### src/rtl/alu_seq_ctrl.sv
// alu_seq_ctrl: multi-cycle MUL/DIV sequencer driving the shared 16-bit ALU one micro-op per cycle.
// DIV support is built only when ALU_SEQ_DIV_EN is defined; otherwise cmd=1 takes the error path.
module alu_seq_ctrl #(
    parameter int WIDTH = 16,
    parameter bit MUL_EARLY_EXIT = 1'b0
) (
    input  logic             clk,
    input  logic             rst,
    input  logic             start,
    input  logic [1:0]       cmd,
    input  logic [WIDTH-1:0] opa,
    input  logic [WIDTH-1:0] opb,
    output logic             busy,
    output logic             done,
    output logic             err,
    output logic [WIDTH-1:0] result_lo,
    output logic [WIDTH-1:0] result_hi,
    output logic             alu_own,
    output logic [WIDTH-1:0] alu_a,
    output logic [WIDTH-1:0] alu_b,
    output logic [3:0]       alu_op,
    output logic [3:0]       alu_shift_d,
    input  logic [WIDTH-1:0] alu_res,
    input  logic [3:0]       alu_szcv
);
    localparam logic [3:0] OP_ADD = 4'b0000;
    localparam logic [3:0] OP_SLL = 4'b1000;
    typedef enum logic [2:0] {
        IDLE, MUL_ADD, MUL_SHL, DONE
`ifdef ALU_SEQ_DIV_EN
        , DIV_SHL, DIV_SUB
`endif
    } state_t;
    state_t state;
    logic [WIDTH-1:0] acc, mc, mp;
    logic [4:0] iter;
    logic bad, last;
    assign last = iter == 5'(WIDTH - 1);
`ifdef ALU_SEQ_DIV_EN
    localparam logic [3:0] OP_SUB = 4'b0001;
    logic [WIDTH-1:0] quo, r_sub, q_sub, r_shl;
    logic ge, unused;
    // b-a cannot overflow with 14-bit operands, so S==V means remainder >= divisor
    assign ge = alu_szcv[3] == alu_szcv[0];
    assign r_sub = ge ? alu_res : acc;
    assign q_sub = {quo[WIDTH-2:0], ge};
    assign r_shl = alu_res | {{(WIDTH-1){1'b0}}, mc[WIDTH-1]};
    assign bad = cmd[1] || (cmd[0] && (opa[WIDTH-1:WIDTH-2] != 2'b0 ||
                 opb[WIDTH-1:WIDTH-2] != 2'b0 || opb == '0));
    assign unused = ^alu_szcv[2:1];
`else
    logic unused;
    assign bad = cmd != 2'd0;
    assign unused = ^alu_szcv;
`endif
    always_ff @(posedge clk) begin
        if (rst) begin
            state <= IDLE;
            {busy, done, err, alu_own} <= '0;
            result_lo <= '0;
            result_hi <= '0;
            alu_a <= '0;
            alu_b <= '0;
            alu_op <= '0;
            alu_shift_d <= '0;
            acc <= '0;
            mc <= '0;
            mp <= '0;
            iter <= '0;
`ifdef ALU_SEQ_DIV_EN
            quo <= '0;
`endif
        end else begin
            done <= 1'b0;
            alu_own <= 1'b0;
            alu_a <= '0;
            alu_b <= '0;
            alu_op <= OP_ADD;
            alu_shift_d <= '0;
            case (state)
                IDLE: if (start) begin
                    busy <= 1'b1;
                    err <= bad;
                    iter <= '0;
                    acc <= '0;
                    mc <= opa;
                    mp <= opb;
`ifdef ALU_SEQ_DIV_EN
                    quo <= '0;
`endif
                    if (bad) begin
                        state <= DONE;
                        done <= 1'b1;
                        result_lo <= '1;
                        result_hi <= opa;
                    end
`ifdef ALU_SEQ_DIV_EN
                    else if (cmd[0]) begin
                        state <= DIV_SHL;
                        alu_own <= 1'b1;
                        alu_op <= OP_SLL;
                        alu_shift_d <= 4'd1;
                    end
`endif
                    else begin
                        state <= MUL_ADD;
                        alu_own <= 1'b1;
                        alu_a <= opa;
                    end
                end
                MUL_ADD: begin
                    if (mp[0]) acc <= alu_res;
                    state <= MUL_SHL;
                    alu_own <= 1'b1;
                    alu_b <= mc;
                    alu_op <= OP_SLL;
                    alu_shift_d <= 4'd1;
                end
                MUL_SHL: begin
                    mc <= alu_res;
                    mp <= mp >> 1;
                    iter <= iter + 5'd1;
                    if (last || (MUL_EARLY_EXIT && mp[WIDTH-1:1] == '0)) begin
                        state <= DONE;
                        done <= 1'b1;
                        result_lo <= acc;
                        result_hi <= '0;
                    end else begin
                        state <= MUL_ADD;
                        alu_own <= 1'b1;
                        alu_a <= alu_res;
                        alu_b <= acc;
                    end
                end
`ifdef ALU_SEQ_DIV_EN
                DIV_SHL: begin
                    acc <= r_shl;
                    mc <= mc << 1;
                    state <= DIV_SUB;
                    alu_own <= 1'b1;
                    alu_a <= mp;
                    alu_b <= r_shl;
                    alu_op <= OP_SUB;
                end
                DIV_SUB: begin
                    acc <= r_sub;
                    quo <= q_sub;
                    iter <= iter + 5'd1;
                    if (last) begin
                        state <= DONE;
                        done <= 1'b1;
                        result_lo <= q_sub;
                        result_hi <= r_sub;
                    end else begin
                        state <= DIV_SHL;
                        alu_own <= 1'b1;
                        alu_b <= r_sub;
                        alu_op <= OP_SLL;
                        alu_shift_d <= 4'd1;
                    end
                end
`endif
                DONE: begin
                    state <= IDLE;
                    busy <= 1'b0;
                end
                default: state <= IDLE;
            endcase
        end
    end
endmodule
### config.mk
export PLATFORM = sky130hd
export DESIGN_NAME = alu_seq_ctrl
export DESIGN_NICKNAME = d
export VERILOG_FILES = /design/src/rtl/alu_seq_ctrl.sv
export SDC_FILE = /design/constraint.sdc
export NUM_CORES = 1
export LEC_CHECK = 0
export BUFFER_PORTS_ARGS = -buffer_cell sky130_fd_sc_hd__buf_2
export CAP_MARGIN = 0
export CORE_MARGIN = 4
export CORE_UTILIZATION = 50
export DETAILED_ROUTE_END_ITERATION = 7
export GPL_TIMING_DRIVEN = 1
export PLACE_DENSITY = 0.75
export SYNTH_ARGS = -nofsm -noshare
export SYNTH_HDL_FRONTEND = slang
export SYNTH_SLANG_ARGS = --single-unit
### constraint.sdc
create_clock -name clk -period 2.3 [get_ports clk]
set_input_delay 0.115 -clock clk [delete_from_list [all_inputs] [get_ports clk]]
set_output_delay 0.115 -clock clk [all_outputs]
set_load 0.03 [all_outputs]
[Word-level counts from Yosys, hierarchy flattened]
Cells that the tools add are included.
Word-level totals
  register bits after elaboration: 132
  bits of input ports: 57
  output and inout port bits: 76
  logic and storage cells: 73
Operators by class
  add/sub/neg operators: 1
  equal/unequal tests: 8
  muxes and demuxes: 39
  reductions and logical operators: 10
Operators with widths (count)
  16-bit two-way mux: 14
  16-bit one-hot mux with 2 select lines: 7
  5-bit one-hot mux with 2 select lines: 1
  3-bit one-hot mux with 3 select lines: 1
  1-bit two-way mux: 8
  2-bit inequality test, second input constant: 4
  2-bit nonzero test: 4
  3-bit by 2-bit equality test with 1-bit output, second input constant: 2
  2-bit AND reduction: 3
  5-bit by 1-bit adder with 5-bit output, second input constant: 1
  5-bit by 4-bit equality test with 1-bit output, second input constant: 1
  5-bit two-way mux: 1
  2-bit two-way mux: 2
  4-bit two-way mux: 1
  1-bit one-hot mux with 2 select lines: 2
  4-bit AND reduction: 1
  3-bit by 1-bit equality test with 1-bit output, second input constant: 1
  3-bit logical NOT: 1
  3-bit two-way mux: 1
  1-bit one-hot mux with 3 select lines: 1
  3-bit AND reduction: 1

[Logic depth before layout (Yosys ltp)]
  depth after elaboration: 4
  depth in mapped cells: 8
  depth with buffers taken out: 6

[Worst setup path after synthesis]
No wires, ideal clock.
  path type: register to register
  start point: register iter[0]
  end point: register result_lo[4]
  library setup time: 119 ps
  arrival: 1675 ps
  required time: 2181 ps
  path slack: 506 ps
  stages on the path, launching flop included: 8
  buffers on the path: 1
  period minus slack after synthesis: 1794 ps
  cell sequence: dfxtp_1 -> ha_1 -> and3_1 -> ha_1 -> mux2i_2 -> buf_2 -> a21oi_1 -> o221a_2
On the way
  cells in the longest elaborated chain, start to end: 3
RTL lines
  start: declaration: line 36  | logic [4:0] iter;
  start signal: assignment: line 122  | iter <= iter + 5'd1;
  5-bit by 4-bit equality test with 1-bit output: line 38  | assign last = iter == 5'(WIDTH - 1);
  2-bit inequality test (no source line)
  4-bit AND reduction (no source line)
  end signal: assignment: line 60  | result_lo <= '0;
  end signal: assignment: line 94  | result_lo <= '1;
  end signal: assignment: line 126  | result_lo <= acc;
  end: declaration: line 16  | output logic [WIDTH-1:0] result_lo,
Every way passes these cells.
A chain may end at the register's enable or synchronous reset.

[Worst setup path in the final report]
  start point: register state[0]
  end point: register mp[15]
On the way
  cells in the longest elaborated chain, start to end: 3
RTL lines
  start: declaration: line 34  | state_t state;
  start signal: assignment: line 58  | state <= IDLE;
  start signal: assignment: line 92  | state <= DONE;
  start signal: assignment: line 106  | state <= MUL_ADD;
  3-bit by 2-bit equality test with 1-bit output or 3-bit logical NOT (tied branches): line 80  | case (state)
  2-bit nonzero test (no source line) or 2-bit inequality test (tied branches)
  2-bit AND reduction (no source line)
  end signal: assignment: line 87  | mp <= opb;
  end signal: assignment: line 121  | mp <= mp >> 1;
  end: declaration: line 35  | logic [WIDTH-1:0] acc, mc, mp;
Parallel ways exist; a longest one is shown, timed or not.

==> flow_summary.json <==
{
  "max_cap_violations": 0,
  "hold_viol_final": 0,
  "drtIter0Drc": 299,
  "synth_area_um2": 5070,
  "die_w_um": 109,
  "yosysTopAreaCellShare": 0.490,
  "crit_arrival_ns": 2.54,
  "ios": 133,
  "synth_most_common_cell": "dfxtp_1",
  "cp.depth": 6,
  "power_frac_seq": 0.349,
  "dpl.hpwl_um": 9040,
  "intPower_w": 0.00521,
  "synthTopCellsByArea": "dfxtp_1 49%, mux2i_1 6.3%, nor2_1 4.9%",
  "grt_use_total": 0.237,
  "place.gp.congestion": 0.851,
  "fin_crit_sh": 0.941,
  "drc": 0,
  "switchingPower_w": 0.00289,
  "clock_path_buffers": 2,
  "clkTransAtPathRegs_ns": 0.06,
  "antenna_found_initial": 0,
  "cts_hold_buffers": 50,
  "ys_seq_area_frac": 0.490,
  "synth_top_cell_by_area": "dfxtp_1",
  "clock-sinks": 124,
  "routed_wl_um": 14000,
  "async_reset_ff_frac": 0,
  "worstPathCellList": "inv_1 -> ha_2 -> buf_4 -> nand4b_1 -> dlygate4sd3_1 -> a21oi_1",
  "synthDistinctLibCells": 44,
  "grt_pass1_wl_um": 21900,
  "hold_ws_ns": 0.0487,
  "pwr-share-comb": 0.332,
  "setup_viol_count_final": 0,
  "synthCells": 519,
  "rsz0062_at_grt": "no",
  "dp_slack_ns": 0.361,
  "synthTopCellsByCount": "124 x dfxtp_1, 66 x nor2_1, 39 x a21oi_1",
  "fmax_mhz": 462,
  "timing.critical_path.buf_inv": 3,
  "multi_input_area_um2": 2210,
  "switching_share": 0.357,
  "hp-class": "primary input to flip-flop",
  "cts_buffers": 17,
  "diodes": 0,
  "initial_core_util": 0.516,
  "cp_top_family": "buffers and inverters",
  "grt-ovfl-total": 0,
  "finalSetupTns_ns": 0,
  "cts_resized": 0,
  "layout.nets": 739,
  "leakage_nw": 2.82,
  "run_status": "finished, final reports clean",
  "required_ns": 2.68,
  "die_height_um": 109,
  "grt_pass1_vias": 4389,
  "layout_setup_ws_ns": 0.136,
  "clkPwrFrac": 0.318,
  "skew_ns": 0.00780,
  "ant_nets": 0,
  "start_kind": "flip-flop",
  "finalMaxSlewViolations": 0,
  "worst_setup_path_end_kind": "flip-flop",
  "crit_type": "flip-flop to flip-flop",
  "num_vias": 4605,
  "ir_drop_mv": 0.523,
  "synth_warnings": 0,
  "power_w": 0.00810,
  "wire_per_inst_um": 17.1,
  "ys.flop_type": "dfxtp_1",
  "via_per_inst": 5.62,
  "p_per_area_nw_per_um2": 1200,
  "core_area_um2": 9820,
  "synth.avg_cell_area_um2": 9.76,
  "dieArea_um2": 11800,
  "worst_pin_slew_ns": 0.720,
  "ys_seq_elements": 124,
  "nFillCells": 769,
  "max-slew-margin-rel": 0.520,
  "post-cts-setup-buffers": 0,
  "final_core_util": 0.688,
  "drive_above_1_share": 0.281,
  "portBuffers": 122,
  "htreeDepth": 4,
  "row_count": 36,
  "firstDrtPassIters": 5,
  "grt_max_degree": 63,
  "critPathMaxStageDelay_ns": 0.55,
  "cts_root_buf": "clkbuf_8",
  "cts_tree": "yes",
  "synth-edff-count": 0,
  "hold_path_depth": 2,
  "worstRegToRegCells": 6,
  "critical_path.max_fanout": 16,
  "post-route-min-period_ns": 2.16,
  "crit_slowest_cell": "dlygate4sd3_1",
  "syn_to_final_growth_pct": 33.3,
  "clk_latency_ns": 0.51,
  "seq_area_um2": 2480
}
==> kinds of logic after synthesis <==
group,share of synthesized area
compound gates,0.235
fa+ha+maj,0.0148
other cells,0.000740
buf+inv,0.0788
mux,0.0726
flops,0.490
simple gates,0.108
==> metrics by stage <==
step	area [um2]	cells
CTS	6750	820
finish	6750	820
floorplan	5080	524
global placement	5680	740
detailed placement	5680	740
global route	6750	820
==> registers in the layout, indices dropped and copies added, names as in the netlist <==
name         cells
result_lo       16
alu_b           16
iter             5
busy             1
mp              16
alu_a           16
result_hi       16
err              1
acc             16
done             1
mc              16
alu_shift_d      1
state            2
alu_own          1
==> layout make-up <==
| class | instances | area share |
|---|---|---|
| inverter | 22 | 0.0122 |
| timing repair buffer | 187 | 0.183 |
| clock buffer | 19 | 0.0639 |
| multi-input combinational | 324 | 0.327 |
| clock inverter | 11 | 0.0217 |
| tap | 133 | 0.0246 |
| sequential | 124 | 0.368 |
==> power by group through the flow <==
stage                     clock, W  combinational [W]  sequential (W)
final                      0.00258            0.00269         0.00283
after global placement           0            0.00252         0.00284
after detailed placement         0            0.00259         0.00286
after floorplan                  0            0.00162         0.00322
after global routing       0.00270            0.00291         0.00287
after CTS                  0.00260            0.00266         0.00282
==> cells in the final DEF, fill, tap and decap left out, drive strengths merged, types with 3 or more instances in the layout <==
cell / instances
clkbuf: 19
ha: 6
buf: 137
o21ai: 21
o221a: 16
inv: 22
mux2i: 34
a211oi: 31
nand4: 16
nand3b: 4
a22oi: 32
and3: 3
clkinv: 6
nand2b: 3
dfxtp: 124
dlygate4sd3: 50
nor2b: 4
nor2: 66
conb: 6
nand2: 8
bufinv: 3
a21oi: 39
a22o: 17
nor3: 3
==> layer usage <==
| metal | global-route usage | share of wire |
|---|---|---|
| met2 | 0.370 | 0.46 |
| met4 | 0.0857 | 0.020 |
| met5 | 0 | 0 |
| met1 | 0.316 | 0.44 |
| met3 | 0.0657 | 0.077 |
==> worst paths after layout <==
kind	from	slack [ns]	end
setup / recovery	state[0]$_SDFFE_PP0P_	0.14	mp[15]$_SDFFE_PP0P_
hold / removal	rst	0.05	state[0]$_SDFFE_PP0P_
setup reg to reg	state[0]$_SDFFE_PP0P_	0.14	mp[15]$_SDFFE_PP0P_
hold reg to reg	busy$_SDFFE_PP0P_	0.47	busy$_SDFFE_PP0P_
No activity file was read; power rests on OpenSTA's default activity.
